<file path="config.mk">
export PLATFORM = sky130hd
export DESIGN_NAME = regfile_sb
export DESIGN_NICKNAME = d
export VERILOG_FILES = /design/src/rtl/regfile_pkg.sv /design/src/rtl/regfile_scoreboard.sv /design/src/rtl/regfile_sb.sv
export SDC_FILE = /design/constraint.sdc
export NUM_CORES = 2
export LEC_CHECK = 0
export CAP_MARGIN = 40
export CORE_ASPECT_RATIO = 1.1
export CORE_MARGIN = 4
export CORE_UTILIZATION = 65
export CTS_BUF_LIST = sky130_fd_sc_hd__clkbuf_8
export DETAILED_ROUTE_END_ITERATION = 6
export PLACE_DENSITY_LB_ADDON = 0.2
export SLEW_MARGIN = 20
export SYNTH_ARGS = -nofsm -noshare
export SYNTH_HDL_FRONTEND = slang
export SYNTH_SLANG_ARGS = --single-unit
</file>
<file path="constraint.sdc">
create_clock -name clk -period 5.1 [get_ports clk]
set_input_delay 1.02 -clock clk [delete_from_list [all_inputs] [get_ports clk]]
set_output_delay 1.02 -clock clk [all_outputs]
set_load 0.01 [all_outputs]
</file>
<file path="src/rtl/regfile_pkg.sv">
// Shared constants and types for the integer register file with pending-write scoreboard.
// Build option: REGFILE_BYPASS_EN enables same-cycle write-through on the read ports.
package regfile_pkg;

    localparam int XLEN_DEF = 32;
    localparam int NREG_DEF = 32;
    localparam int AW_DEF   = $clog2(NREG_DEF);

    typedef logic [AW_DEF-1:0]   reg_idx_t;
    typedef logic [XLEN_DEF-1:0] xword_t;

    localparam int unsigned ZERO_REG = 0;

endpackage

</file>
<file path="src/rtl/regfile_scoreboard.sv">
// Per-register pending-write tracker: decode reserves a destination, writeback releases it.
// A reserve that lands on a register that is still busy raises the sticky resv_err flag.
module regfile_scoreboard
    import regfile_pkg::*;
#(
    parameter int NREG = NREG_DEF,
    parameter int AW   = $clog2(NREG)
) (
    input  logic            clk,
    input  logic            rst_n,
    input  logic            wen,
    input  logic [AW-1:0]   dsel,
    input  logic            resv_en,
    input  logic [AW-1:0]   resv_sel,
    output logic [NREG-1:0] busy,
    output logic            resv_err
);

    logic [NREG-1:0] busy_q;
    logic [NREG-1:0] busy_nxt;
    logic            err_q;
    logic            err_nxt;
    logic            wr_ok;
    logic            rv_ok;
    logic            rv_collide;

    assign wr_ok = wen && (dsel != AW'(ZERO_REG));
    assign rv_ok = resv_en && (resv_sel != AW'(ZERO_REG));

    // A write to the same index in the same cycle releases the old producer first.
    assign rv_collide = rv_ok && busy_q[resv_sel] && !(wr_ok && (dsel == resv_sel));

    always_comb begin
        busy_nxt = busy_q;
        err_nxt  = err_q;
        if (wr_ok) begin
            busy_nxt[dsel] = 1'b0;
        end
        if (rv_ok) begin
            busy_nxt[resv_sel] = 1'b1;
        end
        if (rv_collide) begin
            err_nxt = 1'b1;
        end
        busy_nxt[0] = 1'b0;
    end

    always_ff @(posedge clk) begin
        if (!rst_n) begin
            busy_q <= '0;
            err_q  <= 1'b0;
        end else begin
            busy_q <= busy_nxt;
            err_q  <= err_nxt;
        end
    end

    assign busy     = busy_q;
    assign resv_err = err_q;

endmodule

</file>
<file path="src/rtl/regfile_sb.sv">
// Multi-read-port integer register file (x0 hardwired to zero) with a pending-write scoreboard.
// Build option: REGFILE_BYPASS_EN forwards same-cycle writeback data to matching read ports.
module regfile_sb
    import regfile_pkg::*;
#(
    parameter int XLEN  = XLEN_DEF,
    parameter int NREG  = NREG_DEF,
    parameter int NREAD = 2,
    parameter int AW    = $clog2(NREG)
) (
    input  logic                  clk,
    input  logic                  rst_n,
    input  logic                  wen,
    input  logic [AW-1:0]         dsel,
    input  logic [XLEN-1:0]       d,
    input  logic [NREAD*AW-1:0]   rsel,
    output logic [NREAD*XLEN-1:0] rdata,
    output logic [NREAD-1:0]      rbusy,
    input  logic                  resv_en,
    input  logic [AW-1:0]         resv_sel,
    output logic                  resv_err
);

    logic [XLEN-1:0] regs [NREG];
    logic [NREG-1:0] busy;
    logic            wr_ok;

    assign wr_ok = wen && (dsel != AW'(ZERO_REG));

    always_ff @(posedge clk) begin
        if (!rst_n) begin
            for (int k = 0; k < NREG; k++) begin
                regs[k] <= '0;
            end
        end else if (wr_ok) begin
            regs[dsel] <= d;
        end
    end

    regfile_scoreboard #(
        .NREG (NREG),
        .AW   (AW)
    ) u_sb (
        .clk      (clk),
        .rst_n    (rst_n),
        .wen      (wen),
        .dsel     (dsel),
        .resv_en  (resv_en),
        .resv_sel (resv_sel),
        .busy     (busy),
        .resv_err (resv_err)
    );

    for (genvar i = 0; i < NREAD; i++) begin : g_rd
        logic [AW-1:0]   sel;
        logic [XLEN-1:0] rd_val;
        logic            rd_busy;

        assign sel = rsel[i*AW +: AW];

        always_comb begin
            rd_val  = regs[sel];
            rd_busy = busy[sel];
`ifdef REGFILE_BYPASS_EN
            // Forwarding is suppressed when a new producer reserves the same register.
            if (wr_ok && (dsel == sel)) begin
                rd_busy = 1'b0;
                if (!(resv_en && (resv_sel == sel))) begin
                    rd_val = d;
                end
            end
`endif
            if (sel == AW'(ZERO_REG)) begin
                rd_val  = '0;
                rd_busy = 1'b0;
            end
        end

        assign rdata[i*XLEN +: XLEN] = rd_val;
        assign rbusy[i]              = rd_busy;
    end

endmodule

</file>
* After elaboration in Yosys (flattened, before gate mapping) *
Memory sizes are Yosys's and may differ from the RTL's.
Cells that the tools add are included.

operators by class
  order comparisons = 6
  multiplexer cells = 23
  bitwise logic cells = 3
  equality and inequality tests = 1
  reductions and logical operators = 13

operators with widths
  cell                  count
  $mux W32              5
  $and A32 B32 Y32      1
  $not A32 Y32          1
  $or A32 B32 Y32       1
  $reduce_or A32 Y1     1
  $lt A5 B6 Y1 const B  4
  $bmux W1 S5           3
  $mux W1               12
  $demux W1 S5          2
  $ge A5 B1 Y1 const B  2
  $logic_not A5 Y1      2
  $reduce_bool A5 Y1    2
  $logic_and A1 B1 Y1   7
  $eq A5 B5 Y1          1
  $mux W5               1
  $logic_not A1 Y1      1

storage, ports and cells
  RAM bits = 1,024
  bits of input ports = 56
  register bits = 33
  memories kept = 1
  word-level logic and storage cells = 50
  output and inout bits = 67

memories
  name  words  bits a word  rd ports  clocked after memory_dff  wr ports  RTL line          text
  regs  32     32           2         0                         32        regfile_sb.sv:24  logic [XLEN-1:0] regs [NREG];

* Logic depth before layout (Yosys ltp) *
  depth in word-level cells = 9
  gate-level depth with buffers = 9

* Cells and area by module *
Synthesis repeated with hierarchy kept, for this count alone.

unflattened totals
  cells, all modules = 3,904
  area, all modules = 56,761.9 sq um

modules (own cells, without submodules)
  module              area each (sq um)  cells an instance  sequential area each (sq um)  instances
  regfile_sb          54,981.5           3,698              30,749.5                      1
  regfile_scoreboard  1,780.5            206                640.6                         1

* Worst setup path after synthesis *
Ideal clock, no wire load.

  kind = input to register
  from = input port dsel[4]
  to = memory regs[16][0] (netlist bit), enable pin
  path slack = 403 ps
  data arrival time = 4,229 ps
  buffers on the path = 2
  cell stages on the path = 4
  data required time = 4,632 ps
  cells stage by stage = clkbuf_1 > or3b_2 > clkbuf_1 > o21ai_0

RTL lines
  item         RTL line          text
  from (decl)  regfile_sb.sv:14  input logic [AW-1:0] dsel,
  to (decl)    regfile_sb.sv:24

* Final worst setup path *
  from = input port rsel[5]
  to = output port rdata[57]

on the way
  longest elaborated chain between the ends = 2
  elaborated cells on any way between the ends = 3

ends and longest elaborated chain
  item                                                        RTL line          text
  from (decl)                                                 regfile_sb.sv:16  input logic [NREAD*AW-1:0] rsel,
  $mem_v2 Z32 W32 / $logic_not A5 Y1 (equally long branches)  --
  $mux W32 (*)                                                regfile_sb.sv:73  if (sel == AW'(ZERO_REG)) begin
  to (decl)                                                   regfile_sb.sv:17  output logic [NREAD*XLEN-1:0] rdata,

Every way passes the cells marked *; elsewhere a longest branch is shown, timed or not.

==> results.yml <==
die:
  initial_core_util_pct: 65.9
  die_h_um: 316
  die_w_um: 288
  io_pins: 123
  rows: 112
  dieArea_um2: 91100
  core-area_um2: 85200
setup_path:
  crit_path_top_delay_cell: "mux4_2"
  max_stage_delay_ps: 540
  reg2reg_from: "u_sb.busy[23]$_SDFF_PN0_"
  cp.required_ps: 4080
  path_depth: 8
  r2r-end: "u_sb.resv_err$_SDFFE_PN0P_"
  crit_fanout: 29
  worst_ep_arrival_time_ps: 3910
  r2r_cells: 4
  r2r_setup_slack_ps: 3450
  cp-start-kind: "input pin"
  worstPathCellList: "buf_8 -> buf_12 -> buf_12 -> mux4_2 -> mux2i_1 -> o22ai_1 -> a21o_1 -> clkdlybuf4s50_1"
  critPathKind: "in2out"
  crit_buf_inv: 4
  path_common_cell: "buf_12"
  cp-end-kind: "output port"
  critPathTopFamily: "buffers and inverters"
sta:
  max_freq_mhz: 203
  tns_ps: 0
  rsz0062_at_grt: "false"
  final-hold-violation-count: 0
  finalClockSkew_ps: 12.7
  min_period_over_period_pct: 96.6
  setup_viol: 0
  max_slew_margin_pct: 45.2
  fin_crit_ps: 4930
  tightest_slew_ps: 821
  slew_viol_final: 0
cts:
  cts_hold_buffers: 0
  path_clk_slew_ps: 70
  cts_made_buffers: 169
  clk_latency_ps: 820
  clockBufferDepth: 3
  cts_setup_buffers: 0
  htreeDepth: 4
  cts_sinks: 1056
  ctsResizeCount: 0
  cts_tree: "yes"
  cts_root_buf: "clkbuf_8"
drt:
  routedWlPerCell_um: 35.3
  ant_nets: 0
  drt_iter0_drc: 5654
  vias_per_cell: 7.28
  vias: 35900
  drtPass1Iterations: 5
  wl_um: 174000
  drc: 0
power:
  peakVddDrop_v: 0.000217
  power_mw: 19.9
  p_leak_nw: 22.2
  power_density_nw_per_um2: 315
finish:
  syn2layout_area_growth_pct: 12.4
  final_cell_mix: "1,024 x edfxtp_1, 992 x and2_1, 593 x mux4_2"
  layout-drive-gt1-share_pct: 28.9
  nets: 3704
  nFillCells: 5160
  final_common_cell: "edfxtp_1"
  fin_area_um2: 63100
worst_hold_path:
  worstHoldStart: "u_sb.busy[27]$_SDFF_PN0_"
  hold_end: "u_sb.busy[27]$_SDFF_PN0_"
  hold_depth: 2
  min-delay-path-class: "reg2reg"
yosys:
  syn_inst: 3498
  synth-seq-area-share_pct: 55.9
  synth_area_per_cell_um2: 16.0
  synth_area_um2: 56100
  synthFlopType: "edfxtp_1"
  yosysUniqueCellTypes: 43
  yosys_warnings: 0
  ys_ff_latch: 1056
  synth-async-reset-ratio_pct: 0
  synth_edf_count: 1024
global_route:
  first_global_vias: 37100
  grt_usage_pct: 38.9
  grt_pass1_wl_um: 250000
  antenna_found_initial: 13
  grt_max_degree: 95
  gr-total-overflow: 0
placement:
  gp_congestion: 0.946
  dpl.hpwl_um: 105000
  place_area_um2: 59900
  io_buffers: 122
outcome:
  status: "completed"
flow_run:
  cap_violations: 0
[synthesized netlist by cell type (all sizes together) (2+ instances only)]
library cell / count / share of area, %
edfxtp: 1024 / 55
and2: 992 / 11
mux4: 599 / 24
clkbuf: 277 / 1.9
mux2i: 136 / 2.4
buf: 102 / 1.2
o22ai: 93 / 1.0
a21o: 64 / 0.86
inv: 36 / 0.24
nor2: 35 / 0.23
o21ai: 35 / 0.31
dfxtp: 32 / 1.1
nand3: 12 / 0.11
a21oi: 7 / 0.062
nand2: 7 / 0.047
nand3b: 5 / 0.067
nand4: 4 / 0.045
nor3: 4 / 0.036
or3: 4 / 0.045
xor2: 4 / 0.062
nand2b: 3 / 0.033
nor2b: 3 / 0.033
or3b: 3 / 0.047
mux2: 2 / 0.040
o221a: 2 / 0.040
o221ai: 2 / 0.031
[flip-flops by register name, summed over array words and instances (netlist names)]
register and count:
u_sb.resv_err 1, regs 1024, u_sb.busy 31
[per-stage QoR]
| step | utilization [%] | cells | worst slack (ps) | hold WS [ps] |
|---|---|---|---|---|
| 2_1_floorplan | - | 3529 | 403 | 459 |
| 6_report | 74.1 | 4937 | 172 | 510 |
| 5_1_grt | 74.1 | 4933 | 20.8 | 532 |
| 3_3_place_gp | 69.9 | 4584 | 254 | 478 |
| 4_1_cts | 74.0 | 4923 | 205 | 504 |
| 3_5_place_dp | 70.3 | 4610 | 196 | 494 |
[how the worst max path moves through the flow]
| stage | start | end | slack, ps |
|---|---|---|---|
| floorplan | dsel[4] | regs[16][0]$_SDFFCE_PN0P_ | 400 |
| global placement | rsel[5] | rdata[49] | 250 |
| detailed placement | rsel[5] | rdata[57] | 200 |
| CTS | rsel[5] | rdata[57] | 200 |
| global route | rsel[5] | rdata[57] | 20 |
| finish | rsel[5] | rdata[57] | 170 |
[routing by layer]
metal | track usage [%] | part of all wire [%] | vias to the layer above
li1 | - | - | 13900
met1 | 51.1 | 33 | 18300
met2 | 60.3 | 47 | 3098
met3 | 12.1 | 15 | 628
met4 | 18.6 | 5.3 | 10
met5 | 0 | 0.044 | -
[power breakdown]
group | total, mW | internal [mW] | switching, mW
Sequential | 10.2 | 10.0 | 0.251
Combinational | 2.84 | 1.32 | 1.53
Clock | 6.81 | 3.34 | 3.46
Total | 19.9 | 14.7 | 5.24
[worst min-delay path, delay by kind of cell (launching register included)]
family / cells / cell delay, ps
DFF: 1 / 330
AOI/OAI and AO/OA: 1 / 70
buffers and inverters: 1 / 50
[cell type report]
cell class	instances	area [um2]	share of cell area, %
Sequential cell	1056	31400	49.7
Tap cell	1140	1430	2.26
Clock inverter	139	706	1.12
Clock buffer	174	2390	3.79
Inverter	36	145	0.230
Multi-Input combinational cell	2058	23500	37.2
Timing Repair Buffer	327	3560	5.64
Antenna cell	7	17.5	0.0278
[kinds of logic (layout without fill, tap and decap cells)]
group,count (synthesis),count (layout),synth area share (%)
simple gates,1077,1077,11.8
flops,1056,1056,55.9
other cells,1,39,0.00668
mux,737,737,26.5
compound gates,207,207,2.40
buf+inv,415,676,3.25
xor+xnor,5,5,0.0780
(Power assumes the default switching activity.)
==> patch, RTL diff (config.mk and constraints unchanged) <==
Build with the macro `REGFILE_BYPASS_EN` defined.
--- a/src/rtl/regfile_sb.sv
+++ b/src/rtl/regfile_sb.sv
@@ -1,4 +1,6 @@
 // Multi-read-port integer register file (x0 hardwired to zero) with a pending-write scoreboard.
 // Build option: REGFILE_BYPASS_EN forwards same-cycle writeback data to matching read ports.
+`define REGFILE_BYPASS_EN
+
 module regfile_sb
     import regfile_pkg::*;
Function: not settled (the Yosys comparison gave no result); the edit may change what the design does.
==> patch against the original RTL <==
The flow now finishes with violations (negative setup slack); fmax is 3.7% lower; sequential cell count stayed put; non-clock buffer count is 68 higher; routed wire length is 12% higher; synthesized area increased by 0.89%; final cell count rose by 8.6%; design area is 1.6% higher; power about the same; setup slack lost 0.19 ns.
==> patch: results (changes against the original RTL) <==
GP Congestion: 0.943 (was 0.946)
Clock-cell share: 4.71% (was 4.91%)
WL met1: 60.1 mm (was 57.2 mm)
met1 Track Usage GR: 52.1% (was 51.1%)
# setup viols final: 2 (was 0)
Reg2Reg Depth: 5 (was 4)
CP max FO: 16 (was 29)
met3 usage: 13.8% (was 12.1%)
failing checks: negative setup slack
syn avg cell area: 14.5 sq um (was 16.0 sq um)
clk_lat worst skew: 0.84 ns (was 0.82 ns)
Post-Synthesis Cells: 3901 (was 3498)
Compound-Gate Fraction of Synth Area: 6.63% (was 2.40%)
Fillers: 5245 (was 5160)
setup tns final: -0.0227 ns (was 0 ns)
Vias: 40.4k (was 35.9k)
fraction of area in multi-input gates: 37.4% (was 37.2%)
fin worst setup slack: -0.0152 ns (was 0.172 ns)
final net count: 4124 (was 3704)
reg2reg start: u_sb.busy[28] (was u_sb.busy[23])
Hold Crit Start: u_sb.busy[31] (was u_sb.busy[27])
Seq/Total Area, Yosys: 55.4% (was 55.9%)
WL final: 194 mm (was 174 mm)
grt met2 use: 64.8% (was 60.3%)
GRT Overall Usage: 42.8% (was 38.9%)
Non-clk bufs: 395 (was 327)
inverters: 28 (was 36)
final setup skew: 0.0129 ns (was 0.0127 ns)
Netlist cell types: 53 (was 43)
Signal buf overhead: 6.50% (was 5.64%)
initial DRC count: 6984 (was 5654)
Leakage Power: 0.0225 uW (was 0.0222 uW)
Hold WS: 0.500 ns (was 0.510 ns)
clk slew on worst S/H paths: 0.05 ns (was 0.07 ns)
status: finished with violations (was finished clean)
met2 WL: 89.7 mm (was 82.3 mm)
-- patch: cell types whose count changed after synthesis, sizes merged, moves of 32 or more --
cell | unedited run | this run
a21o | 64 | 2
a221oi | 0 | 78
a22o | 1 | 82
clkbuf | 277 | 337
mux2i | 136 | 176
mux4 | 599 | 452
nand2 | 7 | 41
nand3 | 12 | 44
nor2 | 35 | 85
nor4 | 1 | 35
o22ai | 93 | 148
-- patch: worst max path at each step --
stage                        from          end  cells after the start  slack (ns)
after floorplan           dsel[1]  regs[31][0]                      4        0.52
after global placement    dsel[2]     rbusy[0]                      8        0.10
after detailed placement  dsel[2]     rbusy[0]                      8        0.07
after CTS                 dsel[2]     rbusy[0]                      8        0.02
after global routing      rsel[3]    rdata[17]                      9       0.008
final                     rsel[0]    rdata[28]                     10       -0.02
-- patch: report_power, final --
part           switching (uW)  internal, uW
combinational            1630          1280
clock                    3490          3240
sequential                262         10000
total                    5370         14500
